==> config.mk <==
export PLATFORM = sky130hd
export DESIGN_NAME = apb_master_flat
export DESIGN_NICKNAME = d
export VERILOG_FILES = /design/src/rtl/apb_master_if.sv /design/src/rtl/apb_master.sv /design/src/flat_wrapper.sv
export SDC_FILE = /design/constraint.sdc
export NUM_CORES = 1
export LEC_CHECK = 0
export ABC_AREA = 1
export ABC_CLOCK_PERIOD_IN_PS = 1700
export BUFFER_PORTS_ARGS = -buffer_cell sky130_fd_sc_hd__buf_2
export CAP_MARGIN = 20
export CORE_MARGIN = 4
export CORE_UTILIZATION = 32
export CTS_CLUSTER_DIAMETER = 200
export CTS_CLUSTER_SIZE = 20
export DETAILED_ROUTE_END_ITERATION = 6
export GPL_ROUTABILITY_DRIVEN = 0
export PLACE_DENSITY = 0.59
export SETUP_SLACK_MARGIN = 0.3
export SYNTH_ARGS = -nofsm -noshare
export SYNTH_HDL_FRONTEND = slang
export SYNTH_SLANG_ARGS = --single-unit
==> constraint.sdc <==
create_clock -name clk -period 1.7 [get_ports clk]
set_input_delay 0 -clock clk [delete_from_list [all_inputs] [get_ports clk]]
set_output_delay 0 -clock clk [all_outputs]
set_load 0.02 [all_outputs]
==> src/rtl/apb_master_if.sv <==
// Command/response handshake plus shared APB bus between the system-side requester,
// the APB requester block and the GPIO/UART slaves.
interface apb_master_if #(
    parameter int unsigned ADDR_W = 32,
    parameter int unsigned DATA_W = 32
);
    logic              cmd_valid;
    logic              cmd_ready;
    logic              cmd_wr;
    logic              cmd_sel;
    logic [ADDR_W-1:0] cmd_addr;
    logic [DATA_W-1:0] cmd_wdata;
    logic              rsp_valid;
    logic [DATA_W-1:0] rsp_rdata;
    logic              rsp_err;
    logic [ADDR_W-1:0] pAdd;
    logic [DATA_W-1:0] pwData;
    logic              pwr;
    logic [1:0]        psel;
    logic              pen;
    logic [DATA_W-1:0] prdata_gpio;
    logic [DATA_W-1:0] prdata_uart;
    logic              pready_gpio;
    logic              pready_uart;

    modport master (
        input  cmd_valid, cmd_wr, cmd_sel, cmd_addr, cmd_wdata,
        input  prdata_gpio, prdata_uart, pready_gpio, pready_uart,
        output cmd_ready, rsp_valid, rsp_rdata, rsp_err,
        output pAdd, pwData, pwr, psel, pen
    );

    modport slave (
        output cmd_valid, cmd_wr, cmd_sel, cmd_addr, cmd_wdata,
        output prdata_gpio, prdata_uart, pready_gpio, pready_uart,
        input  cmd_ready, rsp_valid, rsp_rdata, rsp_err,
        input  pAdd, pwData, pwr, psel, pen
    );
endinterface

==> src/rtl/apb_master.sv <==
// APB3 requester: turns single system commands into SETUP/ACCESS transfers to the
// GPIO or UART slave, returning read data or a timeout error on a one-cycle strobe.
module apb_master #(
    parameter int unsigned ADDR_W  = 32,
    parameter int unsigned DATA_W  = 32,
    parameter int unsigned TIMEOUT = 16
) (
    input  logic                clk,
    input  logic                rst_n,
    apb_master_if.master        bus
);
    localparam int unsigned CNT_W = (TIMEOUT > 1) ? $clog2(TIMEOUT) : 1;

    typedef enum logic [1:0] {IDLE, SETUP, ACCESS} state_t;

    state_t            state_q, state_d;
    logic [CNT_W-1:0]  cnt_q, cnt_d;
    logic              cmd_ready_q, cmd_ready_d;
    logic [1:0]        psel_q, psel_d;
    logic              pen_q, pen_d;
    logic              pwr_q, pwr_d;
    logic [ADDR_W-1:0] paddr_q, paddr_d;
    logic [DATA_W-1:0] pwdata_q, pwdata_d;
    logic              rsp_valid_q, rsp_valid_d;
    logic              rsp_err_q, rsp_err_d;
    logic [DATA_W-1:0] rsp_rdata_q, rsp_rdata_d;

    // Only the selected slave's handshake is observed.
    logic              sel_ready;
    logic [DATA_W-1:0] sel_rdata;
    logic              timeout_hit;

    assign sel_ready   = psel_q[1] ? bus.pready_uart : bus.pready_gpio;
    assign sel_rdata   = psel_q[1] ? bus.prdata_uart : bus.prdata_gpio;
    assign timeout_hit = (TIMEOUT != 0) && (cnt_q == CNT_W'(TIMEOUT - 1));

    always_ff @(posedge clk or negedge rst_n) begin
        if (!rst_n) begin
            state_q     <= IDLE;
            cnt_q       <= '0;
            cmd_ready_q <= 1'b1;
            psel_q      <= 2'b00;
            pen_q       <= 1'b0;
            pwr_q       <= 1'b0;
            paddr_q     <= '0;
            pwdata_q    <= '0;
            rsp_valid_q <= 1'b0;
            rsp_err_q   <= 1'b0;
            rsp_rdata_q <= '0;
        end else begin
            state_q     <= state_d;
            cnt_q       <= cnt_d;
            cmd_ready_q <= cmd_ready_d;
            psel_q      <= psel_d;
            pen_q       <= pen_d;
            pwr_q       <= pwr_d;
            paddr_q     <= paddr_d;
            pwdata_q    <= pwdata_d;
            rsp_valid_q <= rsp_valid_d;
            rsp_err_q   <= rsp_err_d;
            rsp_rdata_q <= rsp_rdata_d;
        end
    end

    always_comb begin
        state_d     = state_q;
        cnt_d       = cnt_q;
        cmd_ready_d = cmd_ready_q;
        psel_d      = psel_q;
        pen_d       = pen_q;
        pwr_d       = pwr_q;
        paddr_d     = paddr_q;
        pwdata_d    = pwdata_q;
        rsp_valid_d = 1'b0;
        rsp_err_d   = rsp_err_q;
        rsp_rdata_d = rsp_rdata_q;

        case (state_q)
            IDLE: begin
                if (bus.cmd_valid) begin
                    paddr_d     = bus.cmd_addr;
                    pwdata_d    = bus.cmd_wdata;
                    pwr_d       = bus.cmd_wr;
                    psel_d      = bus.cmd_sel ? 2'b10 : 2'b01;
                    cmd_ready_d = 1'b0;
                    state_d     = SETUP;
                end
            end
            SETUP: begin
                pen_d   = 1'b1;
                cnt_d   = CNT_W'(0);
                state_d = ACCESS;
            end
            ACCESS: begin
                // A ready slave wins over a timeout landing on the same edge.
                if (sel_ready) begin
                    if (!pwr_q) rsp_rdata_d = sel_rdata;
                    rsp_err_d   = 1'b0;
                    rsp_valid_d = 1'b1;
                    psel_d      = 2'b00;
                    pen_d       = 1'b0;
                    cmd_ready_d = 1'b1;
                    state_d     = IDLE;
                end else if (timeout_hit) begin
                    rsp_rdata_d = '0;
                    rsp_err_d   = 1'b1;
                    rsp_valid_d = 1'b1;
                    psel_d      = 2'b00;
                    pen_d       = 1'b0;
                    cmd_ready_d = 1'b1;
                    state_d     = IDLE;
                end else begin
                    cnt_d = cnt_q + CNT_W'(1);
                end
            end
            default: begin
                psel_d      = 2'b00;
                pen_d       = 1'b0;
                cmd_ready_d = 1'b1;
                state_d     = IDLE;
            end
        endcase
    end

    assign bus.cmd_ready = cmd_ready_q;
    assign bus.psel      = psel_q;
    assign bus.pen       = pen_q;
    assign bus.pwr       = pwr_q;
    assign bus.pAdd      = paddr_q;
    assign bus.pwData    = pwdata_q;
    assign bus.rsp_valid = rsp_valid_q;
    assign bus.rsp_err   = rsp_err_q;
    assign bus.rsp_rdata = rsp_rdata_q;
endmodule

==> src/flat_wrapper.sv <==
// flat-port wrapper written by rule: the top's interface ports become plain ports
module apb_master_flat 
#(
    parameter int unsigned ADDR_W  = 32,
    parameter int unsigned DATA_W  = 32,
    parameter int unsigned TIMEOUT = 16
)
  (clk, rst_n, bus_cmd_valid, bus_cmd_wr, bus_cmd_sel, bus_cmd_addr, bus_cmd_wdata, bus_prdata_gpio, bus_prdata_uart, bus_pready_gpio, bus_pready_uart, bus_cmd_ready, bus_rsp_valid, bus_rsp_rdata, bus_rsp_err, bus_pAdd, bus_pwData, bus_pwr, bus_psel, bus_pen);
  apb_master_if #(.ADDR_W(ADDR_W), .DATA_W(DATA_W)) bus_i ();
  input  logic clk;
  input  logic rst_n;
  input wire logic [$bits(bus_i.cmd_valid)-1:0] bus_cmd_valid;
  input wire logic [$bits(bus_i.cmd_wr)-1:0] bus_cmd_wr;
  input wire logic [$bits(bus_i.cmd_sel)-1:0] bus_cmd_sel;
  input wire logic [$bits(bus_i.cmd_addr)-1:0] bus_cmd_addr;
  input wire logic [$bits(bus_i.cmd_wdata)-1:0] bus_cmd_wdata;
  input wire logic [$bits(bus_i.prdata_gpio)-1:0] bus_prdata_gpio;
  input wire logic [$bits(bus_i.prdata_uart)-1:0] bus_prdata_uart;
  input wire logic [$bits(bus_i.pready_gpio)-1:0] bus_pready_gpio;
  input wire logic [$bits(bus_i.pready_uart)-1:0] bus_pready_uart;
  output wire logic [$bits(bus_i.cmd_ready)-1:0] bus_cmd_ready;
  output wire logic [$bits(bus_i.rsp_valid)-1:0] bus_rsp_valid;
  output wire logic [$bits(bus_i.rsp_rdata)-1:0] bus_rsp_rdata;
  output wire logic [$bits(bus_i.rsp_err)-1:0] bus_rsp_err;
  output wire logic [$bits(bus_i.pAdd)-1:0] bus_pAdd;
  output wire logic [$bits(bus_i.pwData)-1:0] bus_pwData;
  output wire logic [$bits(bus_i.pwr)-1:0] bus_pwr;
  output wire logic [$bits(bus_i.psel)-1:0] bus_psel;
  output wire logic [$bits(bus_i.pen)-1:0] bus_pen;
  assign bus_i.cmd_valid = bus_cmd_valid;
  assign bus_i.cmd_wr = bus_cmd_wr;
  assign bus_i.cmd_sel = bus_cmd_sel;
  assign bus_i.cmd_addr = bus_cmd_addr;
  assign bus_i.cmd_wdata = bus_cmd_wdata;
  assign bus_i.prdata_gpio = bus_prdata_gpio;
  assign bus_i.prdata_uart = bus_prdata_uart;
  assign bus_i.pready_gpio = bus_pready_gpio;
  assign bus_i.pready_uart = bus_pready_uart;
  assign bus_cmd_ready = bus_i.cmd_ready;
  assign bus_rsp_valid = bus_i.rsp_valid;
  assign bus_rsp_rdata = bus_i.rsp_rdata;
  assign bus_rsp_err = bus_i.rsp_err;
  assign bus_pAdd = bus_i.pAdd;
  assign bus_pwData = bus_i.pwData;
  assign bus_pwr = bus_i.pwr;
  assign bus_psel = bus_i.psel;
  assign bus_pen = bus_i.pen;
  apb_master #(.ADDR_W(ADDR_W), .DATA_W(DATA_W), .TIMEOUT(TIMEOUT)) u_core (.clk(clk), .rst_n(rst_n), .bus(bus_i));
endmodule
**Word-level counts from Yosys, hierarchy flattened**

Index checks and enable logic that the tools add are counted.

- Flip-flop bits (word level): 109
- Input port bits: 135
- Output and inout bits: 103
- Word-level logic and storage cells: 58

- $add $sub $neg: 1
- Equal/unequal tests: 8
- Muxes and demuxes: 26
- Bitwise logic cells: 2
- Reductions and logical operators: 10

Operator list:

| cell | number |
|---|---|
| 32-bit 2-to-1 mux | 4 |
| 2-bit one-hot mux with 3 select lines | 2 |
| 1-bit 2-to-1 mux | 10 |
| 2-bit 2-to-1 mux | 5 |
| 3-bit AND reduction | 3 |
| 4-bit 2-to-1 mux | 2 |
| 2-bit != test (second input constant) | 4 |
| 4-bit one-hot mux with 2 select lines | 1 |
| 2-bit AND reduction | 4 |
| 1-bit one-hot mux with 3 select lines | 2 |
| 4-bit by 1-bit adder with 4-bit output (second input constant) | 1 |
| 4-bit == test (second input constant) | 1 |
| 2-bit nonzero test | 2 |
| 3-bit by 1-bit != test with 1-bit output (second input constant) | 1 |
| 2-bit by 1-bit == test with 1-bit output (second input constant) | 1 |
| 2-bit == test (second input constant) | 1 |
| 2-bit logical NOT | 1 |
| 1-bit inverter | 2 |

**Longest topological paths before layout**

Gate-level depths: netlist (run 1).

- Depth in word-level cells: 4
- Depth in mapped cells: 9
- Depth with buffers taken out: 7

**Least setup slack after synthesis (run 1)**

Ideal clock, no wire load.

- Path type: reg-to-reg
- From: register u_core.state_q[0]
- To: register u_core.paddr_q[0], in the netlist u_core.bus.pAdd[0]
- Library setup time: 0.125 ns
- Arrival time: 1.396 ns
- Data required time: 1.575 ns
- Slack: 0.179 ns
- Cell stages (with the launch flop): 7
- Buffers on the path: 2
- Clock period less this slack: 1.521 ns
- Cells stage by stage: dfrtp_1 > inv_1 > ha_1 > nand2_1 > buf_4 > buf_6 > mux2_4

- Cells in the longest elaborated chain, start to end: 2

RTL lines:

| item | RTL line | RTL |
|---|---|---|
| from (decl) | apb_master.sv:16 | `state_t state_q, state_d;` |
| from (signal assigned) | apb_master.sv:51 | `state_q <= state_d;` |
| 2-bit logical NOT | apb_master.sv:78 | `case (state_q)` |
| 2-bit AND reduction (no line) | - |  |
| to (signal assigned) | apb_master.sv:57 | `paddr_q <= paddr_d;` |
| to (decl) | apb_master.sv:22 | `logic [ADDR_W-1:0] paddr_q, paddr_d;` |

Every way passes these cells.
A chain may end at the register's enable or synchronous reset.

**Worst setup path in the final report (run 1)**

- From: register u_core.state_q[0]
- To: register u_core.pwdata_q[25], in the netlist u_core.bus.pwData[25]

- Cells in the longest elaborated chain, start to end: 2

RTL lines:

| item | RTL line | RTL |
|---|---|---|
| 2-bit logical NOT | apb_master.sv:78 |  |
| 2-bit AND reduction (no line) | - |  |
| to (signal assigned) | apb_master.sv:58 | `pwdata_q <= pwdata_d;` |
| to (decl) | apb_master.sv:23 | `logic [DATA_W-1:0] pwdata_q, pwdata_d;` |

Every way passes these cells.

==> results of run 1 <==
==> what timing repair did <==
item,CTS,global route
hold buffers,67,0
pin swaps,3,5
endpoints found under the hold margin,123,0
setup buffers,7,4
setup endpoints to repair,99,106
resized for setup,15,10
cloned,2,6
==> state kept, by name, summed over array words and instances (netlist names), 2 cells and up <==
register / cells
u_core.cnt_q: 4
u_core.bus.rsp_rdata: 32
u_core.state_q: 2
u_core.bus.pwData: 32
u_core.bus.pAdd: 32
u_core.bus.psel: 2
==> kinds of logic (layout without fill, tap and decap cells) <==
kind of cell             Yosys count  in the layout  share of synthesized area
AO/OA/AOI/OAI                      6              6                    0.00605
buffers and inverters             35            360                     0.0530
adder cells (fa/ha/maj)            6              6                     0.0140
AND/OR/NAND/NOR                  273            275                      0.247
flip-flops                       109            109                      0.507
XOR/XNOR                           1              1                    0.00163
multiplexers                      65             65                      0.171
==> layer usage <==
layer	vias up	GRT usage	part of all wire
met5	-	0	0
met4	0	0.0621	0.025
met3	26	0.0321	0.042
li1	2243	-	-
met1	2185	0.194	0.40
met2	97	0.283	0.53
==> synth_stat cells (all sizes together) <==
cell type / number / share of area
nand3b: 33 / 0.046
o21a: 1 / 0.0014
o21ai: 4 / 0.0037
dfstp: 1 / 0.0049
xor2: 1 / 0.0016
nand2: 226 / 0.18
mux2: 65 / 0.17
ha: 6 / 0.014
nand3: 10 / 0.012
buf: 26 / 0.046
nor2: 1 / 0.00070
nand4: 3 / 0.0074
inv: 9 / 0.0067
a21oi: 1 / 0.00093
dfrtp: 108 / 0.50
==> path summary, 6_finish.rpt <==
kind / slack, ns / depth (start not counted) / end / start
worst max-delay path: 0.27 / 5 / u_core.bus.pwData[25] / u_core.state_q[0]
worst min-delay path: 0.06 / 6 / u_core.bus.rsp_rdata[21] / bus_prdata_gpio[21]
worst max register to register: 0.27 / 5 / u_core.bus.pwData[25] / u_core.state_q[0]
worst min register to register: 0.46 / 2 / u_core.bus.cmd_ready / u_core.bus.cmd_ready
max in group asynchronous: 0.93 / 3 / u_core.bus.cmd_ready / rst_n
min in group asynchronous: 0.15 / 2 / u_core.bus.pwData[9] / rst_n
==> per-stage QoR <==
stage	std cells	power, mW	utilization	hold slack, ns	area (um^2)
4_1_cts	1032	13.4	0.478	0.0489	7910
2_1_floorplan	495	8.94	-	-0.296	5420
6_report	1042	13.7	0.491	0.0613	8120
3_3_place_gp	940	10.8	0.411	-0.0171	6800
5_1_grt	1042	14.6	0.491	0.0808	8120
3_5_place_dp	940	10.9	0.411	-0.0170	6800
==> where the power goes <==
part	internal (mW)	total, mW	leakage (nW)	switching, mW
sequential	3.73	4.41	1.34	0.679
clock	1.05	2.04	0.137	0.997
combinational	3.33	7.22	2.90	3.89
total	8.10	13.7	4.38	5.57
==> cell type report <==
class	instances	area, um^2	share of cell area
tap	220	275	0.0339
timing repair buffer	335	2320	0.286
clock inverter	6	45.0	0.00555
clock buffer	10	239	0.0294
multi-input combinational	353	2470	0.304
inverter	9	38.8	0.00478
sequential	109	2730	0.336
==> worst reg2reg max path, cell delays in order, from the launching register on <==
cell and delay [ns]:
dfrtp_1 0.39, inv_2 0.12, ha_4 0.20, nand2_8 0.12
clkbuf_16 0.20, mux2_4 0.29
==> results.txt, run 1 <==
The run finished with clean final reports. The global route total overflow is 0, and the final critical path time including I/O delays and setup is 1.43 ns. The buffer and inverter count on the worst path was 2. The post-detailed-route via-to-cell ratio works out to 4.37.

The average wire length per cell after detail routing was 15.2 um; the level count of the clock H-tree was 3. The critical path start-end classification was reg -> reg. Dividing total power by cell area gives a power density of 1680 nW/um^2.

CTS saw 109 sinks. In the layout the commonest cells are buf_2 (236), nand2_1 (190), dfrtp_1 (107). The number of antenna violations at the first check in global routing was 0. Setup violations remaining at the end of the flow were counted as 0.

The final worst-path cycle share was 0.843; the largest net degree at the start of global routing was 46. The worst setup path is launched from a flip-flop. In this run, distinct cell masters in the synthesized netlist total 26.

The max-cap check violation count was 0; the average instance area after synthesis was 10.9 um^2. The total of flip-flops plus latches after synthesis is 109. The clock passes through at most 2 buffers. The total of fill cells in the finished design was 1537. The leakage power was 4.38 nW; the required time reported for the critical path endpoint was 1.94 ns. Summing over every cut layer, the via total after detailed routing is 4551.

The share of cells above drive strength 1 was 0.487. The logs give 4 for the detailed-routing iteration count for the pre-antenna-repair pass and 15800 um for the wire length after detailed routing. Standard cell core area: 16500 um^2.

The floorplan has 47 rows. The largest single stage delay on the critical path is 0.39 ns. The via count of the first global-routing pass is 4637, and the maximum vdd drop is 732 uV.

The post-layout net count came out at 958. The run gives 0.0128 ns as the final clock skew. The clock latency on the worst-skew pair came out at 0.35 ns.

When the netlist entered floorplanning its net count stood at 636. The max-slew violation count is 0. The die is 138 um wide.

238 I/O pins were placed. Among cell families on the critical path, the largest total delay comes from flip-flops. The setup TNS was 0 ns; the maximum fanout count along the critical path was 7. For the global-route wire length before repair, the log shows 23800 um.

The logs give 0.698 GHz for the maximum achievable frequency and 0 for the number of antenna diodes. The slowest stage of the critical path belongs to the cell dfrtp_1. The slew at the pin with the worst max-slew slack is 0.458 ns, and the worst setup slack before clock tree synthesis is 0.124 ns. Root buffer cell: clkbuf_16. The Yosys step of the flow raised 0 warnings. Leaving out fill and tap cells, the most frequent cell in the layout is buf_2. The tools report the worst path setup slack after routing as 0.267 ns.

The run gives 495 as the count of mapped cells out of synthesis. The worst hold path belongs to the class in -> reg. The clock-pin slew of the registers on the worst-case setup and hold paths was 0.07 ns.

The tools report the category of the worst setup path capture point as a flip-flop. The global routing usage summed across all routing layers is 0.161. The synthesis-to-layout area growth came out at 51.0%. The CTS buffer count is 9.

TritonCTS built the clock tree. The final count of hold timing violations was 0; the die outline area was 18900 um^2. The post-detailed-route count of antenna-violating nets is 0, and the DRC violations left is 0. The total half-perimeter wirelength after legalization and detailed placement is 10800 um, and the headroom to the max-slew limit is 0.695. Walking the worst path, the cells encountered are inv_2, ha_4, nand2_8, clkbuf_16, mux2_4.

The cell area that synthesis handed to floorplanning was 5380 um^2. Buffers placed on the I/O ports in this run total 237. The tools report the critical path arrival as 1.67 ns.

For the initial core utilization, the log shows 0.325. Setup repair after global routing could not meet its margin everywhere. After the first detailed-routing iteration, the DRC count stood at 174. The height of the die was 138 um. Proportion of synthesized chip area in sequential cells: 0.507.
Note: power is estimated with default switching activity, not from simulation.
==> run 2: changes to the inputs <==
ABC_CLOCK_PERIOD_IN_PS = 1310   (was 1700)
PLACE_DENSITY = 0.61   (was 0.59)
clock period = 1.31 ns   (was 1.7 ns; I/O delays follow)
==> run 2 against run 1 <==
  * The run now ends with setup timing left
  * Clock skew down 0.0041 ns
  * Hold slack worse by 0.0046 ns
  * Final cell count up 0.96%
  * Flip-flop and latch count unchanged
  * Core utilization up 1.3 points
  * Wire length up 2.7%
  * Largest cell class unchanged
  * Largest power group unchanged
==> results.txt, run 2 (synthesis results as in run 1) <==
Traced cell by cell, the critical path runs through inv_2, ha_4, nand2_8, clkbuf_16, mux2_4. After detailed routing, the number of remaining DRC violations is 0. The library cell used most frequently in the layout, excluding fill and tap cells, is buf_2. The net count of the finished layout is 968. The CTS buffer count is 9, and the critical path arrival is 1.66 ns. The initial core utilization came out at 0.325. Dividing the detail-routed via count by the number of cells gives 4.40.

OpenSTA, run right after detailed placement, puts the worst setup slack at -0.185 ns. Once detail routing completed, the nets flagged for antenna violations numbered 0. The worst setup path is launched from a flip-flop. For this design the static power due to leakage is 4.50 nW. The max-cap check violation count is 0. The tools report the maximum vdd drop as 1020 uV.

The final count of hold timing violations is 0, and the largest net degree at the start of global routing is 36. The smallest clock period supported by the final layout is computed as 1.42 ns. The critical path's top delay family was flip-flops. Setup repair after global routing could not meet its margin everywhere.

The run gives 0.35 ns as the clock latency on the worst-skew pair. The first global-routing pass estimated 24500 um of wire. Together, buffers and inverters on the worst path number 2.

For this block, the initial DRC count from the detailed router was 143. The run gives 0 as the number of antenna violations at the first check in global routing. Timing would allow up to 0.704 GHz. The biggest cell delay along the critical path works out to 0.39 ns. Clock-pin slew was measured on the worst setup and hold paths at 0.08 ns. Power comes to 18.4 mW. The worst min-delay path class is in -> reg. Share of cells above drive strength 1: 0.506. The slowest stage of the critical path is the dfrtp_1 cell.

For the final clock skew, the log shows 0.00866 ns. The floorplan die width was 138 um. The routed via count was 4625. Data on the critical path is required at its endpoint by 1.55 ns.

For this design the top-level I/O count stands at 238. At the pin with the least slew margin, the transition time is 0.436 ns. The number of clock sinks was 109. The total overflow left after global routing is 0. Headroom to the max-slew limit: 0.709.

The longest clock path from root to sink contains 2 buffers. The run finished, with violations left. The final worst-path cycle share is 1.08, and the setup violation total in the final timing report is 101. TritonCTS built the clock tree. The critical path start-end classification is reg -> reg. The top cell types in the final layout, fill and taps aside, are buf_2 (233), nand2_1 (184), dfrtp_1 (106). The logs give 0 for the max-slew violation count and 18900 um^2 for the die outline area. The tools report the via count of the first global-routing pass as 4655. The tools report the wire length after detailed routing as 16200 um. The tools report the worst path setup slack after routing as -0.110 ns.

From synthesis to final layout, the design area changed by 54.9%. The tools report the row count as 47. The tools report the root buffer cell as clkbuf_16. The worst setup path is captured at a flip-flop.

The final reports fail on setup timing. The height of the die was 138 um. In this run the power density over the cells is 2210 nW/um^2. The maximum fanout count along the critical path came out at 8.

The H-tree was split into 3 levels. The first TritonRoute pass finished after 4 iterations. The average wire length per cell after detail routing was 15.4 um; the total of fill cells in the finished design was 1548.

The standard cell core area was 16500 um^2; the number of antenna diodes was 0. Summed over all nets, the half-perimeter wirelength after detailed placement is 10700 um. The count of input and output buffers was 237. The global routing usage summed across all routing layers came out at 0.166.
## run 2: changes by cell type in the layout (fill, tap and decap cells not counted), moves of 3 or more
cell	previous run	this run
buf_4	14	26
nand2_2	31	35
ha_4	2	5
nand2_1	190	184
buf_2	236	233
buf_6	1	6
mux2_4	50	65
mux2_2	15	0
clkbuf_16	14	10
## run 2: metrics by stage
step / std cells / area [um^2] / hold slack (ns) / util / setup TNS [ns]
after global placement: 957 / 7020 / -0.0386 / 0.425 / -10.68
after detailed placement: 957 / 7020 / -0.0328 / 0.425 / -12.17
after global routing: 1052 / 8330 / 0.0762 / 0.504 / -14.52
final: 1052 / 8330 / 0.0567 / 0.504 / -6.87
after floorplan: 495 / 5540 / -0.296 / - / -9.17
after CTS: 1051 / 8280 / 0.0429 / 0.501 / -7.01
## run 2: routing by layer
metal  vias to the layer above  track usage  wire length, um
li1                       2265            -                -
met1                      2225        0.207             6630
met2                       105        0.285             8510
met3                        30       0.0329              653
met4                         0       0.0576              428
met5                         -            0                0
## run 2: path summary, 6_finish.rpt
path / start / end / slack (ns) / cells after the start
worst min-delay path: bus_prdata_gpio[25] / u_core.bus.rsp_rdata[25] / 0.06 / 6
max in group asynchronous: rst_n / u_core.bus.cmd_ready / 0.53 / 3
worst max register to register: u_core.state_q[0] / u_core.bus.pwData[7] / -0.11 / 5
worst min register to register: u_core.bus.cmd_ready / u_core.bus.cmd_ready / 0.47 / 2
worst max-delay path: u_core.state_q[0] / u_core.bus.pwData[7] / -0.11 / 5
min in group asynchronous: rst_n / u_core.bus.pAdd[20] / 0.16 / 2
## run 2: what timing repair did
action,CTS,global route
hold endpoints to repair,175,0
gates cloned,4,1
endpoints found under the setup margin,112,112
resized for setup,30,10
pin swaps,6,3
hold buffers,67,0
buffers inserted,7,0
## run 2: cell type report
class                   count  area [um^2]  area share
clock buffers              11          253      0.0303
repair buffers            345         2370       0.285
clock inverters             5         63.8     0.00766
flip-flops and latches    109         2730       0.328
inverters                   9         36.3     0.00436
well taps                 220          275      0.0330
multi-input cells         353         2600       0.312
## run 2: worst register-to-register path, delay by kind of cell (launching register included)
family / cells / cell delay, ns
adders and majority gates: 1 / 0.18
DFF: 1 / 0.39
and+or+nand+nor: 1 / 0.11
muxes: 1 / 0.31
buffers and inverters: 2 / 0.32
## run 2: where the power goes
| group | switching, mW | internal, mW |
|---|---|---|
| sequential | 0.900 | 4.84 |
| combinational | 5.20 | 4.58 |
| clock | 1.31 | 1.61 |
| total | 7.41 | 11.0 |
==> run 3: changes to the inputs <==
CELL_PAD_IN_SITES_DETAIL_PLACEMENT = 0   (was unset)
CELL_PAD_IN_SITES_GLOBAL_PLACEMENT = 1   (was unset)
PLACE_DENSITY = 0.83   (was 0.61)
==> run 3 against run 2 <==
  * Highest routed layer unchanged
  * Wire length up 6.9%
  * The flow still finishes with violations (setup timing)
  * Via count up 2.7%
  * Combinational power up 9%
  * Sequential power about the same
==> results.txt, run 3 (synthesis results as in run 1) <==
Setup repair after global routing could not meet its margin everywhere. The layout has 1439 filler cells. The first detailed-routing pass ran for 4 iterations. Post-detailed-route count of antenna-violating nets: 0.

The maximum fanout count along the critical path came out at 6. The tools report the leakage power as 4.63 nW. TritonCTS built the clock tree. The highest-delay cell along the critical path was dfrtp_1. The number of clock sinks came out at 109.

The run gives 10800 um as the total half-perimeter wirelength after legalization and detailed placement. The most common cell after layout, fill and taps aside was buf_2. In this run, placement finished with an instance count of 952. The worst path setup slack after routing was -0.206 ns; the total power density per cell area was 2210 nW/um^2. Row count: 47. STA classifies the critical path startpoint as a flip-flop. The flow ran to the end, but the final reports show violations.

The global-route wire length before repair came out at 25200 um. Summing over every cut layer, the via total after detailed routing is 4749. Data on the critical path arrives at its endpoint at 1.75 ns. The total area inside the core boundary comes to 16500 um^2. The final worst-path cycle share is 1.16, and the clock latency on the worst-skew pair is 0.35 ns.

Critical path's top delay family: flip-flops. The cell sitting at the root of the clock tree is a clkbuf_16. Based on the critical path, the design can be clocked at up to 0.660 GHz.

The run gives 0 as the final count of hold timing violations. For the global routing usage summed across all routing layers, the log shows 0.170. Clock-pin slew was measured on the worst setup and hold paths at 0.08 ns. The violation count after the first detailed-routing iteration is 164.

The setup violation total in the final timing report is 109, and the post-detailed-route via-to-cell ratio is 4.45. The run gives 0 as the global route total overflow. The buffer and inverter count on the worst path came out at 3. Compared with the post-synthesis result, the final layout area differs by 61.0%.

The signal on the critical path passes through inv_2, buf_12, ha_4, nand2_8, clkbuf_16, mux2_4. The worst setup path is captured at a flip-flop. The initial core utilization is 0.325, and the wire length after detailed routing is 17300 um. The count of input and output buffers works out to 237.

The biggest cell delay along the critical path was 0.39 ns. Max-slew violation count: 0. For the worst setup path, the data required time is 1.54 ns. The share of cells above drive strength 1 came out at 0.516. CTS built an H-tree with a depth of 3. The run gives 0.0572 ns as the worst hold slack after final layout. Entering global routing, the biggest net connects 52 pins. For the DRC violations left, the log shows 0. Dividing the detail-routed wire length by the instance count gives 16.2 um. Across the VDD grid, the largest voltage drop is 1200 uV. The headroom to the max-slew limit is 0.811, and the final clock skew is 0.00691 ns.

238 I/O pins were placed. The via count of the first global-routing pass came out at 4839. In this run the horizontal extent of the chip is 138 um.

The tools report the die outline area as 18900 um^2. The design draws 19.1 mW. The final reports fail on setup timing.

In this run the worst hold path is classified as in -> async. The die is 138 um tall. The count of cells in the finished layout, fillers not included, comes to 1068. Final standard cell utilization of the core: 0.524. The slew at the pin with the worst max-slew slack is 0.283 ns, and the max-cap check violation count is 0. The top cell types in the final layout, fill and taps aside, are buf_2 (233), nand2_1 (185), dfrtp_1 (105). The critical path in this run is classified as reg -> reg.

The final critical path time including I/O delays and setup came out at 1.52 ns. The number of antenna violations at the first check in global routing was 1. The net count of the finished layout is 983.

No sink is reached through more buffers than the 2 on the longest clock path. Buffers inserted during clock tree synthesis total 9.
run 3: cell type report:
type | instances | area [um^2] | area share
Clock inverter | 5 | 45.0 | 0.00520
Antenna cell | 1 | 2.50 | 0.000289
Tap cell | 220 | 275 | 0.0318
Multi-Input combinational cell | 357 | 2700 | 0.312
Inverter | 9 | 36.3 | 0.00419
Clock buffer | 11 | 233 | 0.0269
Sequential cell | 109 | 2730 | 0.316
Timing Repair Buffer | 356 | 2630 | 0.304
run 3: final timing paths:
kind                                      startpoint  cells past startpoint  slack (ns)                       end
max in group asynchronous                      rst_n                      3        0.65      u_core.bus.cmd_ready
worst max register to register     u_core.state_q[0]                      6       -0.21        u_core.bus.pAdd[6]
worst min-delay path                           rst_n                      2        0.06        u_core.bus.pAdd[7]
worst max-delay path               u_core.state_q[0]                      6       -0.21        u_core.bus.pAdd[6]
min in group clk                 bus_prdata_gpio[29]                      6        0.06  u_core.bus.rsp_rdata[29]
worst min register to register  u_core.bus.cmd_ready                      2        0.48      u_core.bus.cmd_ready
run 3: through the flow:
step / TNS [ns] / cell area [um^2] / setup WS, ns
floorplan: -9.17 / 5540 / -0.117
global placement: -11.55 / 7010 / -0.172
detailed placement: -14.74 / 7010 / -0.220
CTS: -12.11 / 8380 / -0.144
global route: -24.76 / 8660 / -0.266
finish: -19.15 / 8660 / -0.206
run 3: repair_timing:
| action | 4_1_cts | 5_1_grt |
|---|---|---|
| hold buffers | 67 | 0 |
| gates resized for setup | 30 | 18 |
| pin swaps | 10 | 21 |
| gates cloned | 9 | 8 |
| endpoints found under the setup margin | 111 | 112 |
| hold endpoints to repair | 175 | 0 |
| setup buffers | 10 | 5 |
run 3: routing by layer:
metal / vias up / part of all wire / GRT usage
li1: 2309 / - / -
met1: 2280 / 0.41 / 0.207
met2: 133 / 0.52 / 0.294
met3: 27 / 0.052 / 0.0435
met4: 0 / 0.019 / 0.0532
met5: - / 0 / 0
run 3: where the power goes:
group,leakage (nW),internal [mW],switching [mW]
Clock,0.132,1.32,1.27
Sequential,1.34,4.85,0.927
Combinational,3.16,5.21,5.54
Total,4.63,11.4,7.73
run 3: worst register-to-register path, stage by stage, from the launching register on:
cell	delay, ns
dfrtp_1	0.39
inv_2	0.09
buf_12	0.11
ha_4	0.21
nand2_8	0.12
clkbuf_16	0.20
mux2_4	0.29
